$ cat config.mk
export PLATFORM = sky130hd
export DESIGN_NAME = jtframe_inputs_map
export DESIGN_NICKNAME = d
export VERILOG_FILES = /design/src/rtl/jtframe_inputs_map.sv
export SDC_FILE = /design/constraint.sdc
export NUM_CORES = 1
export LEC_CHECK = 0
export BUFFER_PORTS_ARGS = -buffer_cell sky130_fd_sc_hd__buf_2
export CAP_MARGIN = 20
export CORE_MARGIN = 4
export CORE_UTILIZATION = 50
export CTS_BUF_LIST = sky130_fd_sc_hd__clkbuf_4 sky130_fd_sc_hd__clkbuf_8
export DETAILED_ROUTE_END_ITERATION = 8
export PLACE_DENSITY = 0.75
export SLEW_MARGIN = 40
export SYNTH_ARGS = -nofsm -noshare
export SYNTH_HDL_FRONTEND = slang
export SYNTH_SLANG_ARGS = --single-unit
$ cat constraint.sdc
create_clock -name clk -period 2.1 [get_ports clk]
set_input_delay 0.105 -clock clk [delete_from_list [all_inputs] [get_ports clk]]
set_output_delay 0.105 -clock clk [all_outputs]
set_load 0.02 [all_outputs]
$ cat src/rtl/jtframe_inputs_map.sv
// Input conditioner between the MiSTer HPS joystick/PS2 feed and a game core.
// Merges PS/2 keys into player 1 and adds per-player autofire on button 0.
// Stretches coin pulses and toggles pause. All game_* outputs are registered
// and active-low.
module jtframe_inputs_map #(
    parameter int PLAYERS     = 2,
    parameter int BUTTONS     = 2,
    parameter int AF_FRAMES   = 2,
    parameter int COIN_CYCLES = 48000
) (
    input  logic                          clk,
    input  logic                          rst,
    input  logic [10:0]                   ps2_key,
    input  logic [16*PLAYERS-1:0]         joy,
    input  logic                          vs,
    input  logic [PLAYERS-1:0]            autofire_en,
    input  logic                          pause_clr,
    output logic [(4+BUTTONS)*PLAYERS-1:0] game_joy,
    output logic [PLAYERS-1:0]            game_start,
    output logic [PLAYERS-1:0]            game_coin,
    output logic                          game_test,
    output logic                          pause
);
    localparam int W   = 4 + BUTTONS;
    localparam int P2  = (PLAYERS > 1) ? 1 : 0;
    localparam int CW  = $clog2(AF_FRAMES + 1);
    localparam int KW  = $clog2(COIN_CYCLES + 1);
    localparam logic [CW-1:0] AF_LAST   = CW'(AF_FRAMES - 1);
    localparam logic [KW-1:0] COIN_LOAD = KW'(COIN_CYCLES - 1);

    // Key state bit positions; the low four match the joystick direction bits
    localparam logic [3:0] K_RIGHT = 4'd0,  K_LEFT = 4'd1,  K_DOWN  = 4'd2,  K_UP    = 4'd3;
    localparam logic [3:0] K_B0A   = 4'd4,  K_B0B  = 4'd5,  K_B1    = 4'd6,  K_B2    = 4'd7;
    localparam logic [3:0] K_B3    = 4'd8,  K_B4   = 4'd9,  K_B5    = 4'd10, K_ST1   = 4'd11;
    localparam logic [3:0] K_ST2   = 4'd12, K_COIN = 4'd13, K_PAUSE = 4'd14, K_TEST  = 4'd15;

    logic        old_tog_q, valid_q;
    logic [15:0] keys_q, keys_d;
    logic [3:0]  kidx;
    logic        khit;
    logic        vs_q, vs_fall;
    logic        test_q, pause_q, pause_d, pause_prev_q, pause_any;
    logic [PLAYERS-1:0]        pause_req;
    logic [PLAYERS-1:0][15:0]  kreq;

    assign vs_fall   = vs_q & ~vs;
    assign pause_any = |pause_req;
    assign game_test = test_q;
    assign pause     = pause_q;

    // Scan code decode; an event is a toggle of bit 10 once the first sample is taken
    always_comb begin
        kidx = K_RIGHT;
        khit = 1'b1;
        case (ps2_key[7:0])
            8'h74: kidx = K_RIGHT;
            8'h6B: kidx = K_LEFT;
            8'h72: kidx = K_DOWN;
            8'h75: kidx = K_UP;
            8'h14: kidx = K_B0A;
            8'h11: kidx = K_B0B;
            8'h29: kidx = K_B1;
            8'h12: kidx = K_B2;
            8'h1A: kidx = K_B3;
            8'h22: kidx = K_B4;
            8'h21: kidx = K_B5;
            8'h05: kidx = K_ST1;
            8'h06: kidx = K_ST2;
            8'h04: kidx = K_COIN;
            8'h0C: kidx = K_PAUSE;
            8'h03: kidx = K_TEST;
            default: khit = 1'b0;
        endcase
        keys_d = keys_q;
        if (valid_q && (ps2_key[10] != old_tog_q) && khit)
            keys_d[kidx] = ps2_key[9];
    end

    // Keyboard requests laid out like joystick words; only player 1 (and start2) are fed
    always_comb begin
        kreq = '0;
        kreq[0][3:0] = keys_q[3:0];
        kreq[0][4]   = keys_q[K_B0A] | keys_q[K_B0B];
        for (int i = 1; i < BUTTONS; i++)
            kreq[0][4+i] = keys_q[5+i];
        kreq[0][4+BUTTONS] = keys_q[K_ST1];
        kreq[0][5+BUTTONS] = keys_q[K_COIN];
        kreq[0][6+BUTTONS] = keys_q[K_PAUSE];
        if (PLAYERS > 1)
            kreq[P2][4+BUTTONS] = keys_q[K_ST2];
    end

    // Pause toggles on a rising request; clear wins over a simultaneous toggle
    always_comb begin
        pause_d = pause_q;
        if (pause_clr)
            pause_d = 1'b0;
        else if (pause_any && !pause_prev_q)
            pause_d = ~pause_q;
    end

    // Shared registers: PS/2 tracking, key states, frame edge, test and pause
    always_ff @(posedge clk or posedge rst) begin
        if (rst) begin
            old_tog_q    <= 1'b0;
            valid_q      <= 1'b0;
            keys_q       <= '0;
            vs_q         <= 1'b0;
            test_q       <= 1'b1;
            pause_q      <= 1'b0;
            pause_prev_q <= 1'b0;
        end else begin
            old_tog_q    <= ps2_key[10];
            valid_q      <= 1'b1;
            keys_q       <= keys_d;
            vs_q         <= vs;
            test_q       <= ~keys_q[K_TEST];
            pause_q      <= pause_d;
            pause_prev_q <= pause_any;
        end
    end

    for (genvar p = 0; p < PLAYERS; p++) begin : g_pl
        logic [15:0]        req;
        logic               b0_prev_q, af_phase_q, af_phase_d;
        logic [CW-1:0]      af_cnt_q, af_cnt_d;
        logic               coin_prev_q;
        logic [KW-1:0]      coin_cnt_q, coin_cnt_d;
        logic [BUTTONS-1:0] btn_d;
        logic [W-1:0]       joy_q;
        logic               start_q, coin_q;

        assign req          = kreq[p] | joy[16*p +: 16];
        assign pause_req[p] = req[6+BUTTONS];
        assign game_joy[W*p +: W] = joy_q;
        assign game_start[p]      = start_q;
        assign game_coin[p]       = coin_q;

        // Autofire phase/frame counter and coin stretch counter next state
        always_comb begin
            af_phase_d = af_phase_q;
            af_cnt_d   = af_cnt_q;
            if (req[4] && !b0_prev_q) begin
                af_phase_d = 1'b1;
                af_cnt_d   = '0;
            end else if (req[4] && vs_fall) begin
                if (af_cnt_q == AF_LAST) begin
                    af_phase_d = ~af_phase_q;
                    af_cnt_d   = '0;
                end else begin
                    af_cnt_d = af_cnt_q + 1'b1;
                end
            end
            coin_cnt_d = coin_cnt_q;
            if (coin_cnt_q != '0)
                coin_cnt_d = coin_cnt_q - 1'b1;
            else if (req[5+BUTTONS] && !coin_prev_q)
                coin_cnt_d = COIN_LOAD;
            btn_d = req[4 +: BUTTONS];
            if (autofire_en[p])
                btn_d[0] = req[4] & af_phase_d;
        end

        // Per-player state and active-low output registers
        always_ff @(posedge clk or posedge rst) begin
            if (rst) begin
                b0_prev_q   <= 1'b0;
                af_phase_q  <= 1'b0;
                af_cnt_q    <= '0;
                coin_prev_q <= 1'b0;
                coin_cnt_q  <= '0;
                joy_q       <= '1;
                start_q     <= 1'b1;
                coin_q      <= 1'b1;
            end else begin
                b0_prev_q   <= req[4];
                af_phase_q  <= af_phase_d;
                af_cnt_q    <= af_cnt_d;
                coin_prev_q <= req[5+BUTTONS];
                coin_cnt_q  <= coin_cnt_d;
                joy_q       <= ~{btn_d, req[3:0]};
                start_q     <= ~req[4+BUTTONS];
                coin_q      <= ~(req[5+BUTTONS] | (coin_cnt_q != '0));
            end
        end
    end
endmodule

==> reports/results.txt <==
Max Transition Viols Final - 0
syn nets - 420
die area - 0.00922 mm²
# fillers - 541
Area Overhead vs Synth - 33.2%
Die Y-Extent - 96.0 µm
Worst Path Required - 2.38 ns
FMAX - 456 MHz
TritonCTS Buffers - 9
DRC Markers - 0
layout cells sized above 1 - 38.4%
Worst Path Arrival - 2.47 ns
FF+latch count, synth - 76
Post-synth ARST share - 100%
status - complete, but fails checks
Slew @ Worst Pin - 0.612 ns
Fin. Hold Viols - 0
Initial Util - 52.3%
first drt pass iteration count - 4
pre-CTS setup slack - -0.0575 ns
relative slew slack - 59.1%
post-synth cell types - 66
RSZ-0062 raised after global routing - true
I/O pin cnt - 67
setup ws final - -0.0908 ns
Inserted Diodes - 0
RR Startpoint - g_pl[0].coin_cnt_q[1]
GP Congestion - 0.890
CTS tree - done
Hold Crit Class - primary input to flop
vias in the first global route - 3094
CP peak stage delay - 0.57 ns
first-pass GRT wire length - 14000 µm
initial detailed-routing violation count - 95
Synth Area in Compound Gates - 9.79%
CTS sink cnt - 76
fin area - 0.00516 mm²
CP endpoint kind - flop
Final nets - 537
Final ANT Viol Nets - 0
Peak VDD IR - 0.424 mV
Leak - 2.25 nW
Min-Delay Endpoint - g_pl[0].coin_prev_q
Seq/Total Area, Yosys - 49.7%
CTS max path bufs - 2
CP max-delay cell - or4_4
number of synthesized flops with an enable pin - 0
Mapped Cells - 367
wire per inst - 14.9 µm
hold depth - 3
root buffer cell - clkbuf_8
largest family of logic cells by synthesized area - simple AND/OR/NAND/NOR gates
Synth Area in XOR/XNOR - 3.39%
dpl hpwl - 5930 µm
Cell Area, Placed - 0.00446 mm²
worst-path cell chain - inv_2, ha_4, nor3b_4, nand4_1, or4_4, nor3_4, buf_4, nor3_2, a21oi_1
max cap viols - 0
hold wc startpoint - joy[7]
R2R Setup Slk - -0.09 ns
Die Width - 96.0 µm
worst-path fanout max - 3
Tcrit/Tclk final - 104%
FF-to-FF End - g_pl[0].coin_cnt_q[9]
Placeable Area - 0.00741 mm²
clock latency on the worst-skew pair - 0.35 ns
multiplexer share of the synthesized area - 5.14%
register area - 0.00192 mm²
syn_area_per_cell - 10.6 µm²
Power Density - 611 mW/mm²
H-tree depth - 3
Multi-input gate area - 0.00192 mm²
worst setup path class - flop to flop
I/O Buffers - 51
yosys warns - 0
commonest non-fill, non-tap cells in the layout - dfrtp_1, buf_2, buf_4
commonest non-fill, non-tap cell in the layout - dfrtp_1
final WL - 8780 µm
grt total ovfl - 0
Setup violations, final - 7
Synth Cell Area - 0.00387 mm²
via-per-instance ratio - 5.43
Tmin final - 2.19 ns
R2R cell count - 9
failing checks - setup timing
Synth Flop Type - dfrtp_1
antenna violations before repair - 0
row cnt - 31
simple-gate share of the synthesized area - 25.9%
startpoint class of the critical path - flop
clock skew - 0.0120 ns
Synth Area in Adders - 1.29%
via count - 3190
Clk pin slew, worst setup/hold paths - 0.08 ns
largest net degree at the start of global routing - 49
Total GRT Usage - 19.5%
==> worst max-delay path: cells and delay by family (launching register included) <==
kind	cells	cell delay [ns]
simple gates	5	1.20
flops	1	0.40
buf+inv	2	0.26
compound gates	1	0.13
fa+ha+maj	1	0.12
==> sequential cells by signal, summed over array words and instances, names as in the netlist, 2 cells and up <==
signal / flops
keys_q: 12
g_pl.coin_q: 2
g_pl.af_cnt_q: 4
g_pl.b0_prev_q: 2
g_pl.start_q: 2
g_pl.joy_q: 12
g_pl.coin_cnt_q: 32
g_pl.coin_prev_q: 2
g_pl.af_phase_q: 2
==> repair_timing <==
item	4_1_cts	5_1_grt
gates resized for setup	5	33
pin swaps	1	10
endpoints found under the hold margin	46	0
buffers inserted	0	9
hold buffers	22	0
setup endpoints to repair	10	20
==> per-stage QoR <==
stage / TNS, ns / instances / hold slack, ns / utilization, % / total power [W]
after global routing: -1.50 / 588 / 0.0580 / 69.6 / 0.00329
after detailed placement: -0.257 / 541 / 0.208 / 60.2 / 0.00188
after CTS: -0.00802 / 579 / 0.0248 / 66.7 / 0.00318
after global placement: -0.0200 / 541 / 0.206 / 60.2 / 0.00187
after floorplan: 0 / 367 / 0.131 / - / 0.00176
final: -0.442 / 588 / 0.0541 / 69.6 / 0.00315
==> routing by layer <==
metal | vias to the layer above | track usage (%) | wire [µm]
met2 | 90 | 31.9 | 4320
met5 | - | 0 | 0
met3 | 14 | 5.24 | 448
met4 | 0 | 5.33 | 139
li1 | 1550 | - | -
met1 | 1536 | 25.5 | 3880
==> how the worst max path moves through the flow <==
stage / start / end / cells after the start
2_1_floorplan: g_pl[0].coin_cnt_q[0] / g_pl[0].coin_cnt_q[15] / 8
3_3_place_gp: ps2_key[5] / keys_q[5] / 7
3_5_place_dp: g_pl[0].coin_cnt_q[1] / g_pl[0].coin_cnt_q[15] / 8
4_1_cts: g_pl[1].coin_cnt_q[7] / g_pl[1].coin_cnt_q[14] / 5
5_1_grt: g_pl[0].coin_cnt_q[1] / g_pl[0].coin_cnt_q[9] / 9
6_report: g_pl[0].coin_cnt_q[1] / g_pl[0].coin_cnt_q[9] / 9
==> cell type report <==
type / count / area share (%)
Timing Repair Buffer: 123 / 17.4
Tap cell: 99 / 2.40
Inverter: 16 / 1.16
Sequential cell: 76 / 37.3
Clock buffer: 12 / 3.08
Clock inverter: 4 / 1.41
Multi-Input combinational cell: 258 / 37.3
==> power breakdown <==
group	total (W)	switching (W)	internal (W)
clock	0.00126	0.000515	0.000745
combinational	0.000327	0.000179	0.000148
sequential	0.00156	0.0000311	0.00153
==> Yosys cell counts, types with 6 or more instances <==
| library cell | instances | share of area, % |
|---|---|---|
| dfrtp_1 | 59 | 38 |
| nor2_1 | 32 | 3.1 |
| nand2_1 | 30 | 2.9 |
| nor3_1 | 21 | 2.7 |
| dfstp_2 | 17 | 12 |
| inv_1 | 16 | 1.6 |
| a21oi_1 | 13 | 1.7 |
| o21ai_0 | 12 | 1.6 |
| xnor2_1 | 10 | 2.3 |
| nand3_1 | 8 | 1.0 |
| nor2b_1 | 8 | 1.3 |
| nor4_1 | 8 | 1.3 |
| buf_4 | 6 | 1.2 |
| mux2_1 | 6 | 1.7 |
| mux2i_1 | 6 | 1.6 |
==> kinds of logic (layout without fill, tap and decap cells) <==
group / after synthesis / after routing
AOI/OAI and AO/OA: 54 / 54
xor gates and xnor gates: 15 / 15
adders and majority gates: 4 / 4
buffers and inverters: 33 / 155
DFF: 76 / 76
muxes: 18 / 18
other: 1 / 1
and+or+nand+nor: 166 / 166
No activity file was read; power rests on OpenSTA's default activity.
